**src/rtl/traffic_pkg.sv**
```systemverilog
// Shared phase encoding and lamp patterns for the two-road intersection controller.
package traffic_pkg;

    typedef enum logic [3:0] {
        ARED_A = 4'd0,
        A_LEFT = 4'd1,
        A_GRN  = 4'd2,
        A_YEL  = 4'd3,
        ARED_B = 4'd4,
        B_LEFT = 4'd5,
        B_GRN  = 4'd6,
        B_YEL  = 4'd7,
        FLASH  = 4'd8,
        EMERG  = 4'd9
    } phase_e;

    // Lamp order is {left, green, yellow, red}.
    localparam logic [3:0] L_RED  = 4'b0001;
    localparam logic [3:0] L_YEL  = 4'b0010;
    localparam logic [3:0] L_GRN  = 4'b0100;
    localparam logic [3:0] L_LEFT = 4'b1000;
    localparam logic [3:0] L_OFF  = 4'b0000;

    function automatic phase_e next_ring(phase_e p);
        case (p)
            ARED_A:  return A_LEFT;
            A_LEFT:  return A_GRN;
            A_GRN:   return A_YEL;
            A_YEL:   return ARED_B;
            ARED_B:  return B_LEFT;
            B_LEFT:  return B_GRN;
            B_GRN:   return B_YEL;
            default: return ARED_A;
        endcase
    endfunction

endpackage

```
**src/rtl/traffic_phase_ctrl_if.sv**
```systemverilog
// Mode requests in, lamps/phase/countdowns/tick out; slave is the controller side.
interface traffic_phase_ctrl_if
    import traffic_pkg::*;
#(
    parameter int unsigned CNT_W = 8
) ();

    logic             night_mode;
    logic             emergency;
    logic [3:0]       A_lights;
    logic [3:0]       B_lights;
    phase_e           phase;
    logic [CNT_W-1:0] A_countdown;
    logic [CNT_W-1:0] B_countdown;
    logic             tick_o;

    modport master (
        output night_mode,
        output emergency,
        input  A_lights,
        input  B_lights,
        input  phase,
        input  A_countdown,
        input  B_countdown,
        input  tick_o
    );

    modport slave (
        input  night_mode,
        input  emergency,
        output A_lights,
        output B_lights,
        output phase,
        output A_countdown,
        output B_countdown,
        output tick_o
    );

endinterface

```
**src/rtl/tick_prescaler.sv**
```systemverilog
// Free-running divider producing a one-clock tick every TICK_DIV clocks.
module tick_prescaler #(
    parameter int unsigned TICK_DIV = 50_000_000
) (
    input  logic clk,
    input  logic rst,
    output logic tick
);

    localparam int unsigned CW = $clog2(TICK_DIV);
    localparam logic [CW-1:0] LAST = CW'(TICK_DIV - 1);

    logic [CW-1:0] cnt_q, cnt_d;

    always_comb begin
        cnt_d = (cnt_q == LAST) ? '0 : cnt_q + CW'(1);
    end

    always_ff @(posedge clk or posedge rst) begin
        if (rst) begin
            cnt_q <= '0;
        end else begin
            cnt_q <= cnt_d;
        end
    end

    assign tick = (cnt_q == LAST);

endmodule

```
**src/rtl/traffic_phase_ctrl.sv**
```systemverilog
// Two-road intersection controller: a single phase FSM owns both roads so lamps cannot conflict.
module traffic_phase_ctrl
    import traffic_pkg::*;
#(
    parameter int unsigned TICK_DIV = 50_000_000,
    parameter int unsigned T_LEFT   = 15,
    parameter int unsigned T_GREEN  = 40,
    parameter int unsigned T_YEL    = 5,
    parameter int unsigned T_ALLRED = 2,
    parameter int unsigned CNT_W    = 8
) (
    input  logic                 clk,
    input  logic                 rst,
    traffic_phase_ctrl_if.slave  bus
);

    localparam logic [CNT_W-1:0] LD_LEFT   = CNT_W'(T_LEFT - 1);
    localparam logic [CNT_W-1:0] LD_GREEN  = CNT_W'(T_GREEN - 1);
    localparam logic [CNT_W-1:0] LD_YEL    = CNT_W'(T_YEL - 1);
    localparam logic [CNT_W-1:0] LD_ALLRED = CNT_W'(T_ALLRED - 1);
    localparam logic [CNT_W-1:0] CD_MAX    = {CNT_W{1'b1}};

    // Time from the end of the current phase to the waiting road's left turn.
    localparam int unsigned WAIT_AFTER_ARED = T_LEFT + T_GREEN + T_YEL;
    localparam int unsigned WAIT_AFTER_LEFT = T_GREEN + T_YEL + T_ALLRED;
    localparam int unsigned WAIT_AFTER_GRN  = T_YEL + T_ALLRED;
    localparam int unsigned WAIT_AFTER_YEL  = T_ALLRED;

    phase_e           phase_q, phase_d;
    logic [CNT_W-1:0] timer_q, timer_d;
    logic             flash_q, flash_d;
    logic             tick;

    logic [3:0]       a_lights, b_lights;
    logic [31:0]      a_cd_raw, b_cd_raw;
    logic [31:0]      t_left;

    tick_prescaler #(
        .TICK_DIV (TICK_DIV)
    ) u_prescaler (
        .clk  (clk),
        .rst  (rst),
        .tick (tick)
    );

    function automatic logic [CNT_W-1:0] load_of(phase_e p);
        case (p)
            ARED_A, ARED_B: return LD_ALLRED;
            A_LEFT, B_LEFT: return LD_LEFT;
            A_GRN, B_GRN:   return LD_GREEN;
            default:        return LD_YEL;
        endcase
    endfunction

    function automatic logic [CNT_W-1:0] sat(logic [31:0] v);
        return (v > 32'(CD_MAX)) ? CD_MAX : v[CNT_W-1:0];
    endfunction

    always_ff @(posedge clk or posedge rst) begin
        if (rst) begin
            phase_q <= ARED_A;
            timer_q <= LD_ALLRED;
            flash_q <= 1'b0;
        end else begin
            phase_q <= phase_d;
            timer_q <= timer_d;
            flash_q <= flash_d;
        end
    end

    always_comb begin
        phase_d = phase_q;
        timer_d = timer_q;
        flash_d = flash_q;
        if (bus.emergency && (phase_q inside {A_LEFT, A_GRN, B_LEFT, B_GRN})) begin
            // Cut straight to the road's yellow without waiting for a tick.
            phase_d = (phase_q == A_LEFT || phase_q == A_GRN) ? A_YEL : B_YEL;
            timer_d = LD_YEL;
        end else if (bus.emergency && phase_q == FLASH) begin
            phase_d = EMERG;
            flash_d = 1'b0;
        end else if (phase_q == EMERG) begin
            if (!bus.emergency) begin
                phase_d = ARED_A;
                timer_d = LD_ALLRED;
            end
        end else if (phase_q == FLASH) begin
            if (tick) begin
                if (!bus.night_mode) begin
                    phase_d = ARED_A;
                    timer_d = LD_ALLRED;
                    flash_d = 1'b0;
                end else begin
                    flash_d = ~flash_q;
                end
            end
        end else if (tick) begin
            if (timer_q == '0) begin
                if (bus.emergency) begin
                    phase_d = EMERG;
                end else if (bus.night_mode && (phase_q == A_YEL || phase_q == B_YEL)) begin
                    phase_d = FLASH;
                    flash_d = 1'b1;
                end else begin
                    phase_d = next_ring(phase_q);
                    timer_d = load_of(next_ring(phase_q));
                end
            end else begin
                timer_d = timer_q - CNT_W'(1);
            end
        end
    end

    assign t_left = 32'(timer_q) + 32'd1;

    always_comb begin
        a_lights = L_RED;
        b_lights = L_RED;
        a_cd_raw = '0;
        b_cd_raw = '0;
        unique case (phase_q)
            ARED_A: begin
                a_cd_raw = t_left;
                b_cd_raw = t_left + WAIT_AFTER_ARED;
            end
            A_LEFT: begin
                a_lights = L_LEFT;
                a_cd_raw = t_left;
                b_cd_raw = t_left + WAIT_AFTER_LEFT;
            end
            A_GRN: begin
                a_lights = L_GRN;
                a_cd_raw = t_left;
                b_cd_raw = t_left + WAIT_AFTER_GRN;
            end
            A_YEL: begin
                a_lights = L_YEL;
                a_cd_raw = t_left;
                b_cd_raw = t_left + WAIT_AFTER_YEL;
            end
            ARED_B: begin
                b_cd_raw = t_left;
                a_cd_raw = t_left + WAIT_AFTER_ARED;
            end
            B_LEFT: begin
                b_lights = L_LEFT;
                b_cd_raw = t_left;
                a_cd_raw = t_left + WAIT_AFTER_LEFT;
            end
            B_GRN: begin
                b_lights = L_GRN;
                b_cd_raw = t_left;
                a_cd_raw = t_left + WAIT_AFTER_GRN;
            end
            B_YEL: begin
                b_lights = L_YEL;
                b_cd_raw = t_left;
                a_cd_raw = t_left + WAIT_AFTER_YEL;
            end
            FLASH: begin
                a_lights = flash_q ? L_YEL : L_OFF;
                b_lights = flash_q ? L_YEL : L_OFF;
            end
            default: begin
                a_lights = L_RED;
                b_lights = L_RED;
            end
        endcase
    end

    assign bus.A_lights    = a_lights;
    assign bus.B_lights    = b_lights;
    assign bus.phase       = phase_q;
    assign bus.A_countdown = sat(a_cd_raw);
    assign bus.B_countdown = sat(b_cd_raw);
    assign bus.tick_o      = tick;

endmodule

```
**src/flat_wrapper.sv**
```systemverilog
// flat-port wrapper written by rule: the top's interface ports become plain ports
module traffic_phase_ctrl_flat import traffic_pkg::*;
#(
    parameter int unsigned TICK_DIV = 50_000_000,
    parameter int unsigned T_LEFT   = 15,
    parameter int unsigned T_GREEN  = 40,
    parameter int unsigned T_YEL    = 5,
    parameter int unsigned T_ALLRED = 2,
    parameter int unsigned CNT_W    = 8
)
  (clk, rst, bus_night_mode, bus_emergency, bus_A_lights, bus_B_lights, bus_phase, bus_A_countdown, bus_B_countdown, bus_tick_o);
  traffic_phase_ctrl_if #(.CNT_W(CNT_W)) bus_i ();
  input  logic clk;
  input  logic rst;
  input wire logic [$bits(bus_i.night_mode)-1:0] bus_night_mode;
  input wire logic [$bits(bus_i.emergency)-1:0] bus_emergency;
  output wire logic [$bits(bus_i.A_lights)-1:0] bus_A_lights;
  output wire logic [$bits(bus_i.B_lights)-1:0] bus_B_lights;
  output wire logic [$bits(bus_i.phase)-1:0] bus_phase;
  output wire logic [$bits(bus_i.A_countdown)-1:0] bus_A_countdown;
  output wire logic [$bits(bus_i.B_countdown)-1:0] bus_B_countdown;
  output wire logic [$bits(bus_i.tick_o)-1:0] bus_tick_o;
  assign bus_i.night_mode = bus_night_mode;
  assign bus_i.emergency = bus_emergency;
  assign bus_A_lights = bus_i.A_lights;
  assign bus_B_lights = bus_i.B_lights;
  assign bus_phase = bus_i.phase;
  assign bus_A_countdown = bus_i.A_countdown;
  assign bus_B_countdown = bus_i.B_countdown;
  assign bus_tick_o = bus_i.tick_o;
  traffic_phase_ctrl #(.TICK_DIV(TICK_DIV), .T_LEFT(T_LEFT), .T_GREEN(T_GREEN), .T_YEL(T_YEL), .T_ALLRED(T_ALLRED), .CNT_W(CNT_W)) u_core (.clk(clk), .rst(rst), .bus(bus_i));
endmodule
```
**config.mk**
```make
export PLATFORM = sky130hd
export DESIGN_NAME = traffic_phase_ctrl_flat
export DESIGN_NICKNAME = d
export VERILOG_FILES = /design/src/rtl/traffic_pkg.sv /design/src/rtl/traffic_phase_ctrl_if.sv /design/src/rtl/tick_prescaler.sv /design/src/rtl/traffic_phase_ctrl.sv /design/src/flat_wrapper.sv
export SDC_FILE = /design/constraint.sdc
export NUM_CORES = 1
export LEC_CHECK = 0
export CAP_MARGIN = 10
export CORE_AREA = 2 2 115 117
export CTS_CLUSTER_DIAMETER = 120
export CTS_CLUSTER_SIZE = 10
export DETAILED_ROUTE_END_ITERATION = 7
export DIE_AREA = 0 0 117 119
export GPL_TIMING_DRIVEN = 0
export PLACE_DENSITY = 0.52
export SLEW_MARGIN = 20
export SYNTH_ARGS = -nofsm -noshare
export SYNTH_HDL_FRONTEND = slang
export SYNTH_SLANG_ARGS = --single-unit
```
**constraint.sdc**
```tcl
create_clock -name clk -period 4 [get_ports clk]
set_input_delay 0.8 -clock clk [delete_from_list [all_inputs] [get_ports clk]]
set_output_delay 0.8 -clock clk [all_outputs]
set_load 0.02 [all_outputs]
```
==> impl_metrics.csv, run 1 <==
group,metric,value,unit
final_layout,n_antenna_cell,0,
sta,slew_headroom,0.515,
worst_setup_path,crit_fanout,9,
worst_setup_path,rrSetupSlack,1.38,ns
die,die_h,119,um
worst_setup_path,cp.arrival,3.07,ns
power_and_ir_drop,pwr-share-seq,0.142,
sta,slew_violations,0,
yosys,yosysTopAreaCellShare,0.255,
yosys,synth_commonest_cells,"63 x nor2_1, 58 x nand2_1, 40 x o21ai_0",
grt,grt_usage,0.174,
routing,first_pass_iters,5,
worst_setup_path,end_kind,"output pin",
die,die_w,117,um
power_and_ir_drop,internal_power,1.80,mW
yosys,ys_seq_area_frac,0.262,
sta,timing.final.crit_share,0.966,
yosys,synth.area.top_cells,"dfrtp_1 26%, xnor2_1 6.8%, nor2_1 6.3%, nand2_1 5.8%, o21ai_0 5.4%",
clocking,numClockSinks,39,
grt,overflow,0,
final_layout,nets,570,
yosys,synth_edf_count,0,
sta,period_needed,3.87,ns
sta,setup_viol,0,
power_and_ir_drop,ir_worst_vdd,0.000234,V
routing,routedWlPerCell,16.1,um
worst_hold_path,hp-class,"flop to flop",
sta,worstMarginPinSlew,0.723,ns
clocking,cts.clk_slew.worst_paths,0.06,ns
job,cap_violations,0,
placed_design,gp_congestion,0.893,
status,status,"finished clean",
sta,fmax,259,MHz
yosys,synth_cell_types,64,
worst_hold_path,hold-path-endpoint,"u_core.u_prescaler.cnt_q[0]",
grt,grt_max_degree,25,
worst_setup_path,regToRegStartpoint,"u_core.timer_q[1]",
worst_hold_path,whs_path_depth,1,
yosys,syn_inst,498,
clocking,clock_path_buffers,2,
routing,drtIter0Drc,302,
routing,via_per_inst,5.32,
final_layout,layout-drive-gt1-share,0.167,
yosys,ys_warn_count,0,
yosys,synth.net_count,512,
routing,ant_nets,0,
clocking,htreeDepth,2,
yosys,syn_area,3730,sq um
power_and_ir_drop,switching_share,0.517,
yosys,synth-seq-cells,39,
clocking,hold_buffers,0,
final_layout,fin_util,0.365,
sta,hold_viol_final,0,
clocking,cts-root-buf,"clkbuf_16",
sta,worst_clock_skew,0.00592,ns
yosys,synthFlopType,"dfrtp_1",
power_and_ir_drop,switchingPower,1.92,mW
clocking,cts_tree,"done",
yosys,ys_async_sr_fraction,1.00,
grt,grt_pass1_wl,19700,um
die,num_io_pins,33,
yosys,yosys.area.top_type,"dfrtp_1",
clocking,insertion_delay,0.28,ns
die,rows,42,
sta,rsz0062_at_grt,"true",
yosys,avgSynthCellArea,7.48,sq um
worst_setup_path,required,3.20,ns
power_and_ir_drop,combPwrFrac,0.747,
placed_design,placed_area,4290,sq um
clocking,cts_made_buffers,5,
worst_hold_path,hp-start,"u_core.u_prescaler.cnt_q[0]",
final_layout,synthToLayoutAreaGrowth,26.0,%
die,start_util,0.289,
placed_design,port-buffer-count,32,
worst_setup_path,ff2ff_path_depth,11,
power_and_ir_drop,cellLeakagePower,1.93,nW
worst_setup_path,startpoint_type,"flop",
die,core-area,12900,sq um
grt,antenna_found_initial,0,
grt,grt_pass1_vias,3823,
worst_setup_path,crit_type,"flop to output pin",
power_and_ir_drop,pwr-share-clk,0.111,
routing,vias,3903,
final_layout,fin_area,4690,sq um
routing,drc,0,
yosys,synth_most_common_cell,"nor2_1",
placed_design,place_hpwl,8980,um
worst_setup_path,reg2reg_to,"u_core.timer_q[0]",
routing,routed_wl,11800,um
die,die_area,13900,sq um
power_and_ir_drop,power.density,792,nW/um^2
## repair_timing
item	in CTS	in global routing
gates resized for setup	48	31
endpoints found under the setup margin	16	13
pin swaps	4	5
cloned	0	0
setup buffers	13	5
## per-stage QoR
step	total power [mW]	instances	setup WS, ns	hold WS (ns)	TNS (ns)
floorplan	2.25	498	0.230	0.433	0
global placement	3.11	706	-0.730	0.455	-6.73
detailed placement	3.12	707	-0.729	0.456	-6.94
CTS	3.66	728	0.00140	0.464	0
global route	4.00	733	-0.0338	0.483	-0.0466
finish	3.72	733	0.135	0.460	0
## layout by cell type, fill, tap and decap left out, types with 5 or more instances in the layout
cell and n:
a21oi_1 29, a221oi_1 6, a31oi_1 5, and3_1 10, buf_2 11, buf_4 21, clkbuf_1 7, clkbuf_16 5
clkbuf_2 8, clkdlybuf4s50_1 16, dfrtp_1 38, ha_1 7, inv_1 9, nand2_1 58, nand2b_1 6, nand3_1 23
nand4_1 8, nor2_1 60, nor2b_1 6, nor3_1 7, o211ai_1 10, o21ai_0 39, o22ai_1 5, or2_2 6
or3_1 7, xnor2_1 27, xor2_1 22
## critical path, cell delays in order, from the launching register on
cell	delay, ns
dfstp_2	0.57
ha_1	0.15
clkbuf_4	0.19
or4b_2	0.62
nand2_1	0.09
a2bb2oi_1	0.11
o21ai_0	0.16
a31o_2	0.19
and2b_2	0.24
o21ai_0	0.13
clkdlybuf4s15_1	0.33
## cell families (layout without fill, tap and decap cells)
logic type	Yosys count	in the layout	share of synthesized area
and+or+nand+nor	224	224	0.305
AOI/OAI and AO/OA	131	131	0.225
xor gates and xnor gates	51	51	0.120
buffers and inverters	40	99	0.0460
DFF	39	39	0.262
adders and majority gates	11	11	0.0363
muxes	2	2	0.00537
## state kept, by name (all words and copies together), names as in the netlist
signal,flops
u_core.timer_q,8
u_core.bus.phase,4
u_core.flash_q,1
u_core.u_prescaler.cnt_q,26
## power by group through the flow
| stage | combinational, mW | sequential [mW] | clock (mW) |
|---|---|---|---|
| 6_report | 2.78 | 0.527 | 0.413 |
| 5_1_grt | 3.02 | 0.538 | 0.441 |
| 4_1_cts | 2.70 | 0.527 | 0.428 |
| 3_5_place_dp | 2.59 | 0.529 | 0 |
| 3_3_place_gp | 2.58 | 0.529 | 0 |
| 2_1_floorplan | 1.71 | 0.535 | 0 |
## metal layers
metal	track usage	vias to the layer above	share of wire
met3	0.0158	24	0.039
met4	0.0632	0	0.024
met1	0.233	1874	0.45
met5	0	-	0
met2	0.291	107	0.49
li1	-	1898	-
## worst max-delay path by stage
stage | slack [ns] | start | to
4_1_cts | 0.001 | u_core.timer_q[0] | bus_B_countdown[5]
6_report | 0.13 | u_core.timer_q[0] | bus_B_countdown[0]
3_3_place_gp | -0.73 | u_core.timer_q[0] | bus_B_countdown[7]
5_1_grt | -0.03 | u_core.timer_q[0] | bus_A_countdown[7]
3_5_place_dp | -0.73 | u_core.timer_q[0] | bus_B_countdown[7]
2_1_floorplan | 0.23 | u_core.timer_q[0] | bus_B_countdown[7]
## layout make-up
type	instances	area [sq um]
timing repair buffer	51	457
inverter	13	56.3
tap	176	220
fill	1391	8180
clock inverter	1	7.51
clock buffer	7	153
multi-input combinational	419	2670
sequential	39	977
buffer	27	159
(Power assumes the default switching activity.)
==> inputs of run 2 (changes only) <==
- CORE_AREA: 2 2 115 117 -> 2 2 122 124
- DIE_AREA: 0 0 117 119 -> 0 0 124 126
- SYNTH_HIERARCHICAL: default -> 1
- TNS_END_PERCENT: default -> 20
==> run 2 against run 1 <==
Net effect:
- the run now ends with negative setup slack left
- non-clock buffer count is 2 lower
- synthesized area is 13% higher
- hold slack better by 0.034 ns
- largest cell class unchanged
==> impl_metrics.csv, run 2 <==
group,metric,value,unit
sta,rsz0062_at_grt,"true",
worst_hold_path,hp-start,"u_core/u_prescaler/cnt_q[24]",
final_layout,multi_input_area,3220,sq um
worst_setup_path,reg2reg_to,"u_core/timer_q[6]",
clocking,htreeDepth,2,
grt,antenna_found_initial,0,
sta,period_needed,4.19,ns
worst_setup_path,crit_type,"flop to output pin",
final_layout,final_common_cell,"nand2_1",
final_layout,fin_util,0.365,
yosys,synth-seq-cells,39,
routing,drtIter0Drc,424,
yosys,ys_async_sr_fraction,1.00,
yosys,syn_inst,552,
clocking,clock_path_buffers,2,
sta,worstMarginPinSlew,0.955,ns
worst_setup_path,startpoint_type,"flop",
worst_setup_path,path_buf_inv,5,
worst_setup_path,slowest_delay,0.60,ns
sta,setup_tns,-0.560,ns
status,status,"finished, violations left",
sta,hold_ws,0.493,ns
worst_setup_path,crit_fanout,10,
worst_setup_path,cp_top_family,"compound AO/OA/AOI/OAI gates",
yosys,avgSynthCellArea,7.60,sq um
final_layout,fin_area,5220,sq um
sta,final.setup.worst_slack,-0.193,ns
sta,hold_viol_final,0,
sta,setup_viol,9,
power_and_ir_drop,pwr-share-clk,0.129,
yosys,yosysTopAreaCellShare,0.227,
yosys,syn_area,4190,sq um
yosys,ys_warn_count,6,
die,die_h,126,um
yosys,synthFlopType,"dfrtp_1",
clocking,cts.clk_slew.worst_paths,0.06,ns
yosys,ys_seq_area_frac,0.233,
power_and_ir_drop,switching_share,0.525,
yosys,synth_edf_count,0,
worst_setup_path,crit_slowest_cell,"dfstp_2",
power_and_ir_drop,ir_worst_vdd,0.000390,V
clocking,cts-root-buf,"clkbuf_16",
die,rows,44,
clocking,insertion_delay,0.29,ns
power_and_ir_drop,combPwrFrac,0.713,
final_layout,n_antenna_cell,0,
sta,timing.final.crit_share,1.05,
power_and_ir_drop,total_power,3.21,mW
routing,routed_wl,15000,um
routing,first_pass_iters,5,
status,failed_checks,"negative setup slack",
clocking,cts_made_buffers,5,
grt,grt_pass1_wl,24400,um
routing,routedWlPerCell,19.2,um
worst_setup_path,ff2ff_path_depth,8,
power_and_ir_drop,power.density,614,nW/um^2
routing,ant_nets,0,
placed_design,dp_slack,-1.09,ns
power_and_ir_drop,pwr-share-seq,0.158,
die,num_io_pins,33,
yosys,synth.net_count,564,
final_layout,instances_no_fill,783,
clocking,hold_buffers,0,
sta,slew_headroom,0.360,
routing,vias,4608,
grt,grt_usage,0.197,
grt,grt_max_degree,27,
worst_setup_path,required,3.20,ns
routing,via_per_inst,5.89,
yosys,synth_commonest_cells,"58 x nand2_1, 40 x nor2_1, 38 x dfrtp_1",
sta,worst_clock_skew,0.00793,ns
final_layout,mostFrequentLayoutCells,"57 x nand2_1, 40 x nor2_1, 38 x dfrtp_1, 34 x a21oi_1, 33 x o21ai_0",
die,die_w,124,um
sta,fmax,238,MHz
yosys,yosys.area.top_type,"dfrtp_1",
clocking,cts_tree,"done",
worst_setup_path,cp.arrival,3.39,ns
routing,drc,0,
grt,grt_pass1_vias,4587,
sta,slew_violations,0,
yosys,synth.area.top_cells,"dfrtp_1 23%, nand2_1 5.2%, xnor2_1 4.8%, a21oi_1 4.2%, o21ai_0 4.1%",
die,start_util,0.293,
final_layout,largest_register_ffs,26,
yosys,synth_cell_types,77,
placed_design,port-buffer-count,32,
worst_setup_path,rrSetupSlack,0.70,ns
final_layout,num-fill-cells,1535,
worst_hold_path,whs_path_depth,1,
power_and_ir_drop,switchingPower,1.68,mW
power_and_ir_drop,cellLeakagePower,2.05,nW
worst_setup_path,end_kind,"output pin",
placed_design,gp_congestion,0.907,
final_layout,regMostFlops,"u_core/u_prescaler/cnt_q",
power_and_ir_drop,internal_power,1.52,mW
worst_setup_path,regToRegStartpoint,"u_core/u_prescaler/cnt_q[7]",
yosys,synth_most_common_cell,"nand2_1",
final_layout,synthToLayoutAreaGrowth,24.5,%
worst_setup_path,path_cells,"buf_8 > buf_8 > clkinvlp_4 > ha_4 > inv_2 > ha_4 > a21o_1 > a21oi_1 > o32ai_1 > a211oi_1 > a211o_1 > o2111ai_1 > dlygate4sd2_1",
placed_design,placed_area,4750,sq um
worst_hold_path,hp-class,"flop to flop",
die,core-area,14300,sq um
placed_design,dp.cells,768,
job,cap_violations,0,
worst_hold_path,hold-path-endpoint,"u_core/u_prescaler/cnt_q[24]",
die,die_area,15600,sq um
clocking,numClockSinks,39,
grt,overflow,0,
placed_design,place_hpwl,11300,um
final_layout,layout-drive-gt1-share,0.149,
final_layout,register_area,977,sq um
final_layout,nets,610,
[run 2: changes by cell type in the layout (fill, tap and decap cells not counted), sizes merged, moves of 6 or more]
cell / change
nor2: -26
nor3: +15
buf: -10
dlygate4sd2: +8
o31ai: +8
a22o: +6
o211ai: -6
xnor2: -6
xor2: -6
[run 2: metal layers]
layer / global-route usage / share of wire / vias to the layer above
li1: - / - / 2175
met1: 0.282 / 0.45 / 2241
met2: 0.305 / 0.46 / 168
met3: 0.0276 / 0.069 / 24
met4: 0.0595 / 0.020 / 0
met5: 0 / 0 / -
[run 2: area by class of cell]
class / instances / share of cell area
repair buffers: 39 / 0.0676
inverters: 19 / 0.0153
clock inverters: 2 / 0.00312
clock buffers: 6 / 0.0266
flip-flops and latches: 39 / 0.187
well taps: 184 / 0.0441
plain buffers: 37 / 0.0391
multi-input cells: 457 / 0.617
[run 2: worst max-delay path by stage]
stage / startpoint / endpoint / slack, ns / depth (start not counted)
3_3_place_gp: u_core/timer_q[0] / bus_A_countdown[5] / -1.06 / 10
3_5_place_dp: u_core/timer_q[0] / bus_A_countdown[5] / -1.09 / 10
5_1_grt: u_core/timer_q[0] / bus_B_countdown[0] / -0.25 / 9
6_report: u_core/timer_q[0] / bus_A_countdown[5] / -0.19 / 13
4_1_cts: u_core/timer_q[0] / bus_A_countdown[0] / -0.17 / 10
2_1_floorplan: u_core/timer_q[0] / bus_B_countdown[7] / 0.06 / 12
[run 2: power by group through the flow]
stage	registers, mW	logic (mW)	clock network [mW]
6_report	0.506	2.29	0.414
3_3_place_gp	0.503	2.07	0
4_1_cts	0.504	2.19	0.431
5_1_grt	0.517	2.47	0.441
2_1_floorplan	0.511	1.41	0
3_5_place_dp	0.506	2.06	0
[run 2: repair_timing]
| action | CTS | global route |
|---|---|---|
| setup endpoints to repair | 17 | 17 |
| buffers inserted | 6 | 1 |
| gates resized for setup | 60 | 24 |
| pin swaps | 7 | 4 |
[run 2: kinds of logic after synthesis]
kind of cell	after synthesis	share of synthesized area
AOI/OAI and AO/OA	177	0.303
xor gates and xnor gates	39	0.0815
adders and majority gates	8	0.0239
buffers and inverters	56	0.0573
DFF	39	0.233
muxes	9	0.0221
and+or+nand+nor	224	0.279
